==> src/rtl/micro_pkg.sv <==
// Shared types and encodings for the microprogrammed RV32I controller.
package micro_pkg;

    // Opcodes the controller understands; other values are flagged illegal in Decode.
    typedef enum logic [6:0] {
        OP_LW  = 7'b0000011,
        OP_I   = 7'b0010011,
        OP_SW  = 7'b0100011,
        OP_R   = 7'b0110011,
        OP_BEQ = 7'b1100011,
        OP_JAL = 7'b1101111
    } opcodetype;

    // Microaddresses of the control store; 11..15 are unused.
    typedef enum logic [3:0] {
        U_FETCH     = 4'd0,
        U_DECODE    = 4'd1,
        U_MEMADR    = 4'd2,
        U_MEMREAD   = 4'd3,
        U_MEMWB     = 4'd4,
        U_MEMWRITE  = 4'd5,
        U_EXECUTER  = 4'd6,
        U_ALUWB     = 4'd7,
        U_EXECUTEI  = 4'd8,
        U_JAL       = 4'd9,
        U_BEQ       = 4'd10
    } uaddr_t;

    // Sequencing field: SEQ_FETCH jumps to the word's next field, which is
    // Fetch (0) everywhere except the three words that continue to ALUWB.
    localparam logic [1:0] SEQ_FETCH = 2'b00;
    localparam logic [1:0] SEQ_NEXT  = 2'b01;
    localparam logic [1:0] SEQ_DISP1 = 2'b10;
    localparam logic [1:0] SEQ_DISP2 = 2'b11;

    localparam logic [1:0] ALUOP_ADD   = 2'b00;
    localparam logic [1:0] ALUOP_SUB   = 2'b01;
    localparam logic [1:0] ALUOP_FUNCT = 2'b10;

    localparam logic [2:0] ALUC_ADD = 3'b000;
    localparam logic [2:0] ALUC_SUB = 3'b001;
    localparam logic [2:0] ALUC_AND = 3'b010;
    localparam logic [2:0] ALUC_OR  = 3'b011;
    localparam logic [2:0] ALUC_SLT = 3'b101;

    typedef struct packed {
        logic [1:0] alusrca;
        logic [1:0] alusrcb;
        logic [1:0] resultsrc;
        logic       adrsrc;
        logic [1:0] aluop;
        logic       irwrite;
        logic       pcupdate;
        logic       branch;
        logic       regwrite;
        logic       memwrite;
        logic [1:0] seq;
        logic [3:0] next;
    } microword_t;

endpackage

==> src/rtl/microcode_controller_if.sv <==
// Control bundle between the microcode controller and the multicycle datapath.
// There is no handshake: every signal is a level valid for the current cycle.
interface microcode_controller_if;
    import micro_pkg::*;

    opcodetype  op;
    logic [2:0] funct3;
    logic       funct7b5;
    logic       Zero;
    logic [1:0] ImmSrc;
    logic [1:0] ALUSrcA;
    logic [1:0] ALUSrcB;
    logic [1:0] ResultSrc;
    logic       AdrSrc;
    logic [2:0] ALUControl;
    logic       IRWrite;
    logic       PCWrite;
    logic       RegWrite;
    logic       MemWrite;
    logic       IllegalOp;

    modport master (
        input  op, funct3, funct7b5, Zero,
        output ImmSrc, ALUSrcA, ALUSrcB, ResultSrc, AdrSrc, ALUControl,
               IRWrite, PCWrite, RegWrite, MemWrite, IllegalOp
    );

    modport slave (
        output op, funct3, funct7b5, Zero,
        input  ImmSrc, ALUSrcA, ALUSrcB, ResultSrc, AdrSrc, ALUControl,
               IRWrite, PCWrite, RegWrite, MemWrite, IllegalOp
    );
endinterface

==> src/rtl/alu_decoder.sv <==
// Maps the microword ALUOp plus instruction fields to an ALU operation.
module alu_decoder
    import micro_pkg::*;
(
    input  logic [1:0] aluop,
    input  logic [2:0] funct3,
    input  logic       op5,
    input  logic       funct7b5,
    output logic [2:0] alucontrol
);

    // Pure decode; subtract only for R-type with bit 30 set.
    always_comb begin
        alucontrol = ALUC_ADD;
        case (aluop)
            ALUOP_ADD: alucontrol = ALUC_ADD;
            ALUOP_SUB: alucontrol = ALUC_SUB;
            ALUOP_FUNCT: begin
                case (funct3)
                    3'b000:  alucontrol = (op5 & funct7b5) ? ALUC_SUB : ALUC_ADD;
                    3'b010:  alucontrol = ALUC_SLT;
                    3'b110:  alucontrol = ALUC_OR;
                    3'b111:  alucontrol = ALUC_AND;
                    default: alucontrol = ALUC_ADD;
                endcase
            end
            default: alucontrol = ALUC_ADD;
        endcase
    end

endmodule

==> src/rtl/microcode_controller.sv <==
// Microprogrammed control unit: uPC, control store, dispatch ROMs, output decode.
module microcode_controller
    import micro_pkg::*;
#(
    parameter int UPC_W = 4
) (
    input  logic                    clk,
    input  logic                    reset,
    microcode_controller_if.master  bus,
    output logic [UPC_W-1:0]        upc
);

    // Control store; unused addresses give an all-zero word that returns to Fetch.
    function automatic microword_t control_store(input uaddr_t a);
        microword_t w;
        w = '0;
        case (a)
            U_FETCH: begin
                w.irwrite = 1'b1; w.alusrcb = 2'b10; w.resultsrc = 2'b10;
                w.pcupdate = 1'b1; w.seq = SEQ_NEXT;
            end
            U_DECODE: begin
                w.alusrca = 2'b01; w.alusrcb = 2'b01; w.seq = SEQ_DISP1;
            end
            U_MEMADR: begin
                w.alusrca = 2'b10; w.alusrcb = 2'b01; w.seq = SEQ_DISP2;
            end
            U_MEMREAD: begin
                w.adrsrc = 1'b1; w.seq = SEQ_NEXT;
            end
            U_MEMWB: begin
                w.resultsrc = 2'b01; w.regwrite = 1'b1; w.seq = SEQ_FETCH;
            end
            U_MEMWRITE: begin
                w.adrsrc = 1'b1; w.memwrite = 1'b1; w.seq = SEQ_FETCH;
            end
            U_EXECUTER: begin
                w.alusrca = 2'b10; w.alusrcb = 2'b00; w.aluop = ALUOP_FUNCT;
                w.seq = SEQ_FETCH; w.next = U_ALUWB;
            end
            U_EXECUTEI: begin
                w.alusrca = 2'b10; w.alusrcb = 2'b01; w.aluop = ALUOP_FUNCT;
                w.seq = SEQ_FETCH; w.next = U_ALUWB;
            end
            U_JAL: begin
                w.alusrca = 2'b01; w.alusrcb = 2'b10; w.pcupdate = 1'b1;
                w.seq = SEQ_FETCH; w.next = U_ALUWB;
            end
            U_ALUWB: begin
                w.regwrite = 1'b1; w.seq = SEQ_FETCH;
            end
            U_BEQ: begin
                w.alusrca = 2'b10; w.alusrcb = 2'b00; w.aluop = ALUOP_SUB;
                w.branch = 1'b1; w.seq = SEQ_FETCH;
            end
            default: w = '0;
        endcase
        return w;
    endfunction

    // First dispatch, taken from Decode.
    function automatic uaddr_t dispatch1(input opcodetype o);
        case (o)
            OP_LW, OP_SW: return U_MEMADR;
            OP_R:         return U_EXECUTER;
            OP_I:         return U_EXECUTEI;
            OP_JAL:       return U_JAL;
            OP_BEQ:       return U_BEQ;
            default:      return U_FETCH;
        endcase
    endfunction

    function automatic logic dispatch1_legal(input opcodetype o);
        case (o)
            OP_LW, OP_SW, OP_R, OP_I, OP_JAL, OP_BEQ: return 1'b1;
            default:                                  return 1'b0;
        endcase
    endfunction

    // Second dispatch, taken from MemAdr.
    function automatic uaddr_t dispatch2(input opcodetype o);
        case (o)
            OP_LW:   return U_MEMREAD;
            OP_SW:   return U_MEMWRITE;
            default: return U_FETCH;
        endcase
    endfunction

    uaddr_t     upc_q;
    uaddr_t     upc_d;
    microword_t mw;
    logic       active;
    logic [3:0] upc_inc;

    assign active  = reset;
    assign upc_inc = 4'(upc_q) + 4'd1;
    assign upc     = UPC_W'(upc_q);

    // uPC register; reset restarts at Fetch and aborts any instruction.
    always_ff @(posedge clk) begin
        if (!reset) begin
            upc_q <= U_FETCH;
        end else begin
            upc_q <= upc_d;
        end
    end

    // Next-microaddress selection and microword-driven outputs.
    always_comb begin
        mw             = active ? control_store(upc_q) : control_store(U_FETCH);
        upc_d          = U_FETCH;
        bus.ALUSrcA    = mw.alusrca;
        bus.ALUSrcB    = mw.alusrcb;
        bus.ResultSrc  = mw.resultsrc;
        bus.AdrSrc     = mw.adrsrc;
        bus.IRWrite    = active & mw.irwrite;
        bus.PCWrite    = active & (mw.pcupdate | (mw.branch & bus.Zero));
        bus.RegWrite   = active & mw.regwrite;
        bus.MemWrite   = active & mw.memwrite;
        bus.IllegalOp  = active & (upc_q == U_DECODE) & ~dispatch1_legal(bus.op);
        case (mw.seq)
            SEQ_FETCH: upc_d = uaddr_t'(mw.next);
            SEQ_NEXT:  upc_d = uaddr_t'(upc_inc);
            SEQ_DISP1: upc_d = dispatch1(bus.op);
            SEQ_DISP2: upc_d = dispatch2(bus.op);
            default:   upc_d = U_FETCH;
        endcase
    end

    // Immediate format straight from the opcode.
    always_comb begin
        bus.ImmSrc = 2'b00;
        case (bus.op)
            OP_SW:   bus.ImmSrc = 2'b01;
            OP_BEQ:  bus.ImmSrc = 2'b10;
            OP_JAL:  bus.ImmSrc = 2'b11;
            default: bus.ImmSrc = 2'b00;
        endcase
    end

    alu_decoder u_alu_decoder (
        .aluop      (mw.aluop),
        .funct3     (bus.funct3),
        .op5        (bus.op[5]),
        .funct7b5   (bus.funct7b5),
        .alucontrol (bus.ALUControl)
    );

endmodule
==> src/flat_wrapper.sv <==
// flat-port wrapper written by rule: the top's interface ports become plain ports
module microcode_controller_flat import micro_pkg::*;
#(
    parameter int UPC_W = 4
)
  (clk, reset, upc, bus_op, bus_funct3, bus_funct7b5, bus_Zero, bus_ImmSrc, bus_ALUSrcA, bus_ALUSrcB, bus_ResultSrc, bus_AdrSrc, bus_ALUControl, bus_IRWrite, bus_PCWrite, bus_RegWrite, bus_MemWrite, bus_IllegalOp);
  microcode_controller_if bus_i ();
  input  logic clk;
  input  logic reset;
  output logic [UPC_W-1:0] upc;
  input wire logic [$bits(bus_i.op)-1:0] bus_op;
  input wire logic [$bits(bus_i.funct3)-1:0] bus_funct3;
  input wire logic [$bits(bus_i.funct7b5)-1:0] bus_funct7b5;
  input wire logic [$bits(bus_i.Zero)-1:0] bus_Zero;
  output wire logic [$bits(bus_i.ImmSrc)-1:0] bus_ImmSrc;
  output wire logic [$bits(bus_i.ALUSrcA)-1:0] bus_ALUSrcA;
  output wire logic [$bits(bus_i.ALUSrcB)-1:0] bus_ALUSrcB;
  output wire logic [$bits(bus_i.ResultSrc)-1:0] bus_ResultSrc;
  output wire logic [$bits(bus_i.AdrSrc)-1:0] bus_AdrSrc;
  output wire logic [$bits(bus_i.ALUControl)-1:0] bus_ALUControl;
  output wire logic [$bits(bus_i.IRWrite)-1:0] bus_IRWrite;
  output wire logic [$bits(bus_i.PCWrite)-1:0] bus_PCWrite;
  output wire logic [$bits(bus_i.RegWrite)-1:0] bus_RegWrite;
  output wire logic [$bits(bus_i.MemWrite)-1:0] bus_MemWrite;
  output wire logic [$bits(bus_i.IllegalOp)-1:0] bus_IllegalOp;
  assign bus_i.op = bus_op;
  assign bus_i.funct3 = bus_funct3;
  assign bus_i.funct7b5 = bus_funct7b5;
  assign bus_i.Zero = bus_Zero;
  assign bus_ImmSrc = bus_i.ImmSrc;
  assign bus_ALUSrcA = bus_i.ALUSrcA;
  assign bus_ALUSrcB = bus_i.ALUSrcB;
  assign bus_ResultSrc = bus_i.ResultSrc;
  assign bus_AdrSrc = bus_i.AdrSrc;
  assign bus_ALUControl = bus_i.ALUControl;
  assign bus_IRWrite = bus_i.IRWrite;
  assign bus_PCWrite = bus_i.PCWrite;
  assign bus_RegWrite = bus_i.RegWrite;
  assign bus_MemWrite = bus_i.MemWrite;
  assign bus_IllegalOp = bus_i.IllegalOp;
  microcode_controller #(.UPC_W(UPC_W)) u_core (.clk(clk), .reset(reset), .bus(bus_i), .upc(upc));
endmodule
==> config.mk <==
export PLATFORM = sky130hd
export DESIGN_NAME = microcode_controller_flat
export DESIGN_NICKNAME = d
export VERILOG_FILES = /design/src/rtl/micro_pkg.sv /design/src/rtl/microcode_controller_if.sv /design/src/rtl/alu_decoder.sv /design/src/rtl/microcode_controller.sv /design/src/flat_wrapper.sv
export SDC_FILE = /design/constraint.sdc
export NUM_CORES = 1
export LEC_CHECK = 0
export ABC_AREA = 0
export BUFFER_PORTS_ARGS = -buffer_cell sky130_fd_sc_hd__buf_2
export CAP_MARGIN = 20
export CORE_MARGIN = 2
export CORE_UTILIZATION = 45
export DETAILED_ROUTE_END_ITERATION = 16
export PLACE_DENSITY = 0.79
export SLEW_MARGIN = 15
export SYNTH_ARGS = -nofsm -noshare
export SYNTH_HDL_FRONTEND = slang
export SYNTH_HIERARCHICAL = 1
export SYNTH_SLANG_ARGS = --single-unit
==> constraint.sdc <==
create_clock -name clk -period 1.94 [get_ports clk]
set_clock_uncertainty 0.05 [all_clocks]
set_input_delay 0 -clock clk [delete_from_list [all_inputs] [get_ports clk]]
set_output_delay 0 -clock clk [all_outputs]
set_load 0.005 [all_outputs]
==> reports/qor.yml, run 1 <==
timing:
  timing.hold.ws_ps: 150
  fin_ws_ps: 35.8
  post-route-period-util: 0.982
  finalCriticalPeriod_ps: 1900
  hold_violations: 0
  worst_slew_pin_slew_ps: 424
  fmax_ghz: 0.525
  setup_viol: 0
  rsz0062_at_grt: "yes"
  slew_headroom: 0.716
  slew_violations: 0
drt:
  drtIter0Drc: 30
  ant_nets: 0
  dr.pass1.iters: 4
  vias: 778
  wirelength_um: 1790
  drc: 0
  wl_per_cell_um: 12.9
  avgViaCountPerCell: 5.60
finish:
  largest_register_ffs: 4
  fin_nets: 145
  drive_gt1_frac: 0.496
  final_core_util: 0.625
  area_growth_pct: 32.9
  fin_cells: 139
  diodes: 0
  fillers: 135
worst_hold_path:
  hp-class: "in -> reg"
clock_tree:
  numCtsBuffers: 3
  clkTransAtPathRegs_ps: 40
  insertion_delay_ps: 230
  cts_tree: "done"
  root_buffer: "clkbuf_4"
  ctsHoldBuffers: 0
  cts.sinks: 4
  htree_levels: 1
  cts.path.max_buffers: 2
critical_path:
  critPathKind: "reg -> out"
  cp_max_fo: 6
  critPathMaxStageDelay_ps: 340
  start_kind: "flip-flop"
  worstSetupEndpointType: "primary output"
  crit_family: "adder cells"
  worstPathBufferInverterCount: 2
  arrival_ps: 1850
  cp_cell_sequence: "inv_4, ha_4, nand3b_1, a21oi_2, ha_2, nor4b_2, buf_2"
  cpMaxStageDelayCell: "dfxtp_2"
  required_ps: 1890
grt:
  grt_pass1_vias: 710
  grt_max_degree: 10
  grt_usage: 0.204
  grt_pass1_wl_um: 2980
  antenna_found_initial: 0
  overflow: 0
placement:
  place_ws_ps: 105
  dp_hpwl_um: 1350
  dp.cells: 134
  portBuffers: 34
  gp_congestion: 0.860
synthesis:
  muxShareOfSynthArea: 0.0429
  yosysUniqueCellTypes: 44
  synth_area_sq_um: 701
  yosysTopAreaCellShare: 0.114
  synth_largest_area_cell: "dfxtp_1"
  synthFlopType: "dfxtp_1"
  synth_edf_count: 0
  synth_compound_area_frac: 0.193
  netlist_top_cells_area: "dfxtp_1 11%, ha_1 11%, buf_4 6.4%"
  synth-seq-cells: 4
  ys_seq_area_frac: 0.114
  ys_async_sr_fraction: 0
  synthXorXnorAreaFrac: 0.0125
  synth_top_family_by_area: "simple AND/OR/NAND/NOR gates"
  synth_adder_area_share: 0.121
  netlist_instances: 90
  avgSynthCellArea_sq_um: 7.79
  yosys_warnings: 6
  yosys.area_share.simple: 0.386
  synth_fp_nets: 110
  ys_top_cells_by_count: "7 x inv_1, 7 x nor2_1, 6 x buf_4, 6 x ha_1, 5 x a21oi_1"
floorplan:
  io_pins: 35
  die_w_um: 43.5
  die-area_sq_mm: 0.00189
  initial_core_util: 0.471
  rows: 14
  die-height_um: 43.5
  core_sq_mm: 0.00149
power:
  ir_drop_v: 0.000640
  power_uw: 724
  power_density_mw_per_mm2: 777
  leakagePower_uw: 0.000469
run_status:
  outcome: "finished clean"
job:
  cap_violations: 0
-- repair_timing --
item / in CTS / in global routing
cloned: 0 / 0
setup endpoints to repair: 3 / 4
pin swaps: 0 / 1
resized for setup: 9 / 4
hold endpoints to repair: 0 / 0
buffers inserted: 0 / 2
-- cells by family after synthesis --
kind of cell    Yosys count
buf+inv                  16
compound gates           19
simple gates             40
xor+xnor                  1
flops                     4
fa+ha+maj                 7
mux                       3
-- tightest hold or removal path: stages --
cell and delay [ps]:
buf_2 120, nand2_1 70, or3_1 100, o311ai_1 90
-- area by class of cell --
cell class / instances / area (sq um) / share of cell area
Multi-Input combinational cell: 70 / 567 / 0.609
Tap cell: 16 / 20.0 / 0.0215
Inverter: 7 / 28.8 / 0.0309
Timing Repair Buffer: 39 / 208 / 0.223
Clock buffer: 3 / 22.5 / 0.0242
Sequential cell: 4 / 85.1 / 0.0914
-- routing by layer --
metal  up-vias  track usage  share of wire
met5         -            0              0
met4         0       0.0242              0
met3         0       0.0500          0.072
met2        34        0.385           0.51
met1       352        0.236           0.41
li1        392            -              -
-- report_power, final --
group	internal, uW	switching, uW
clock network	69.1	32.5
registers	104	26.7
logic	238	253
total	411	312
-- per-stage QoR --
stage,instance area (sq um),setup TNS (ps)
2_1_floorplan,701,0
3_3_place_gp,848,0
3_5_place_dp,848,0
4_1_cts,908,0
5_1_grt,931,-114
6_report,931,0
-- worst paths after layout --
path,depth (start not counted),to,slack (ps),start
max,7,bus_ALUControl[2],40,u_core/upc[0]$_SDFF_PN0_
min,4,u_core/upc[0]$_SDFF_PN0_,150,bus_op[2]
max reg2reg,7,u_core/upc[1]$_SDFF_PN0_,210,u_core/upc[0]$_SDFF_PN0_
min reg2reg,3,u_core/upc[0]$_SDFF_PN0_,650,u_core/upc[0]$_SDFF_PN0_
-- placed cells by master, fill, tap and decap left out, drive strengths merged, types with 4 or more instances in the layout --
cell type and count:
or3 4, nor3 4, nor2 7, nand2 4
and3 4, a21oi 5, buf 39, o21ai 4
dfxtp 4, ha 6, inv 7
(Power assumes the default switching activity.)
==> inputs of run 2 (changes only) <==
- CORE_UTILIZATION: 45 -> 48
- PLACE_DENSITY: 0.79 -> 0.83
- clock period: 1.94 -> 2.45 ns (I/O delays scaled with it)
==> run 2 against run 1 <==
Non-clock buffer count down 3. Highest routed layer unchanged. Clock power down 20%. Via count down 2.3%. Flip-flop and latch count unchanged. Clock-buffer cell count unchanged. Cell area down 7.4%. First-iteration DRC count down 80%.
==> reports/qor.yml, run 2 (synthesis gave the netlist of run 1 again) <==
grt:
  grt_usage: 0.192
  grt_pass1_wl_um: 2820
  antenna_found_initial: 0
  grt_pass1_vias: 683
  grt_max_degree: 13
  overflow: 0
floorplan:
  initial_core_util: 0.525
  core_sq_mm: 0.00133
  die-area_sq_mm: 0.00178
  io_pins: 35
  rows: 13
  die_w_um: 42.2
  die-height_um: 42.2
critical_path:
  critPathMaxStageDelay_ps: 390
  critPathKind: "reg -> out"
  worstSetupEndpointType: "primary output"
  arrival_ps: 2100
  cp_max_fo: 10
  crit_top_cell: "ha_1"
  required_ps: 2400
  cpMaxStageDelayCell: "ha_1"
  start_kind: "flip-flop"
  reg2regPathDepth: 6
  path_depth: 7
  crit_family: "adder cells"
  worstPathBufferInverterCount: 2
  cp_cell_sequence: "inv_1, ha_1, nand2_1, a21oi_1, ha_1, nor4b_1, buf_2"
clock_tree:
  clkTransAtPathRegs_ps: 40
  cts.path.max_buffers: 2
  htree_levels: 1
  ctsHoldBuffers: 0
  cts_tree: "done"
  post-cts-setup-buffers: 0
  root_buffer: "clkbuf_4"
  cts.sinks: 4
  numCtsBuffers: 3
  insertion_delay_ps: 230
  cts.repair.resized: 0
drt:
  drc: 0
  avgViaCountPerCell: 5.63
  wirelength_um: 1750
  wl_per_cell_um: 13.0
  ant_nets: 0
  dr.pass1.iters: 4
  drtIter0Drc: 6
  vias: 760
power:
  ir_drop_v: 0.000388
  p_seq_frac: 0.180
  power_density_mw_per_mm2: 596
  pwr-share-clk: 0.159
  leakagePower_uw: 0.000451
  p_comb_frac: 0.660
  p_switching_uw: 232
  p_int_uw: 282
  p_sw_frac: 0.451
finish:
  diodes: 0
  area_growth_pct: 23.0
  final_common_cell: "buf_2"
  largest_register_ffs: 4
  final_cell_mix: "34 x buf_2, 7 x inv_1, 7 x nor2_1"
  fin_area_sq_um: 862
  fin_nets: 142
  drive_gt1_frac: 0.400
  fillers: 123
  fin_cells: 135
placement:
  dp.cells: 132
  place_ws_ps: 544
  portBuffers: 34
  placed_area_sq_um: 840
  dp_hpwl_um: 1380
  gp_congestion: 0.891
timing:
  post-route-period-util: 0.876
  fmax_ghz: 0.466
  slew_headroom: 0.726
  fin_ws_ps: 304
  slew_violations: 0
  worst_slew_pin_slew_ps: 410
  timing.hold.ws_ps: 185
  setup-tns-final_ps: 0
  rsz0062_at_grt: "no"
  finalCriticalPeriod_ps: 2150
  setup_viol: 0
  hold_violations: 0
job:
  cap_violations: 0
worst_hold_path:
  hold-path-cell-count: 4
  hp-class: "in -> reg"
run_status:
  outcome: "finished clean"
[run 2: cell count changes in the layout (fill, tap and decap cells not counted), moves of 2 or more]
cell	previous run	this run
dfxtp_1	0	4
dfxtp_2	4	0
buf_4	5	2
ha_1	3	6
ha_4	2	0
[run 2: tightest hold or removal path: cells and delay by family]
family	cells	cell delay, ps
AND/OR/NAND/NOR	2	200
AO/OA/AOI/OAI	1	90
buffers and inverters	1	120
[run 2: path summary, 6_finish.rpt]
path | to | slack, ps | from
worst max-delay path | bus_ALUControl[2] | 300 | u_core/upc[0]$_SDFF_PN0_
worst min register to register | u_core/upc[2]$_SDFF_PN0_ | 690 | u_core/upc[2]$_SDFF_PN0_
worst min-delay path | u_core/upc[0]$_SDFF_PN0_ | 190 | bus_op[3]
worst max register to register | u_core/upc[1]$_SDFF_PN0_ | 540 | u_core/upc[0]$_SDFF_PN0_
[run 2: area by class of cell]
class | instances | area (sq um) | area share
clock buffers | 3 | 22.5 | 0.0261
inverters | 7 | 26.3 | 0.0305
multi-input cells | 70 | 529 | 0.614
flip-flops and latches | 4 | 80.1 | 0.0929
well taps | 15 | 18.8 | 0.0218
repair buffers | 36 | 185 | 0.215
[run 2: per-stage QoR]
step                 util  power [uW]
floorplan               -         373
global placement    0.629         420
detailed placement  0.629         430
CTS                 0.646         516
global route        0.646         558
finish              0.646         514
[run 2: per-layer routing]
layer	global-route usage	wire length (um)
met5	0	0
met2	0.354	886
met1	0.243	759
met4	0.0563	0
met3	0	107
[run 2: power by group through the flow]
stage / Sequential [uW] / Combinational (uW) / Clock, uW
5_1_grt: 95.2 / 374 / 88.6
2_1_floorplan: 93.9 / 279 / 0
3_5_place_dp: 93.6 / 337 / 0
4_1_cts: 92.9 / 338 / 85.6
6_report: 92.6 / 339 / 81.9
3_3_place_gp: 92.2 / 328 / 0
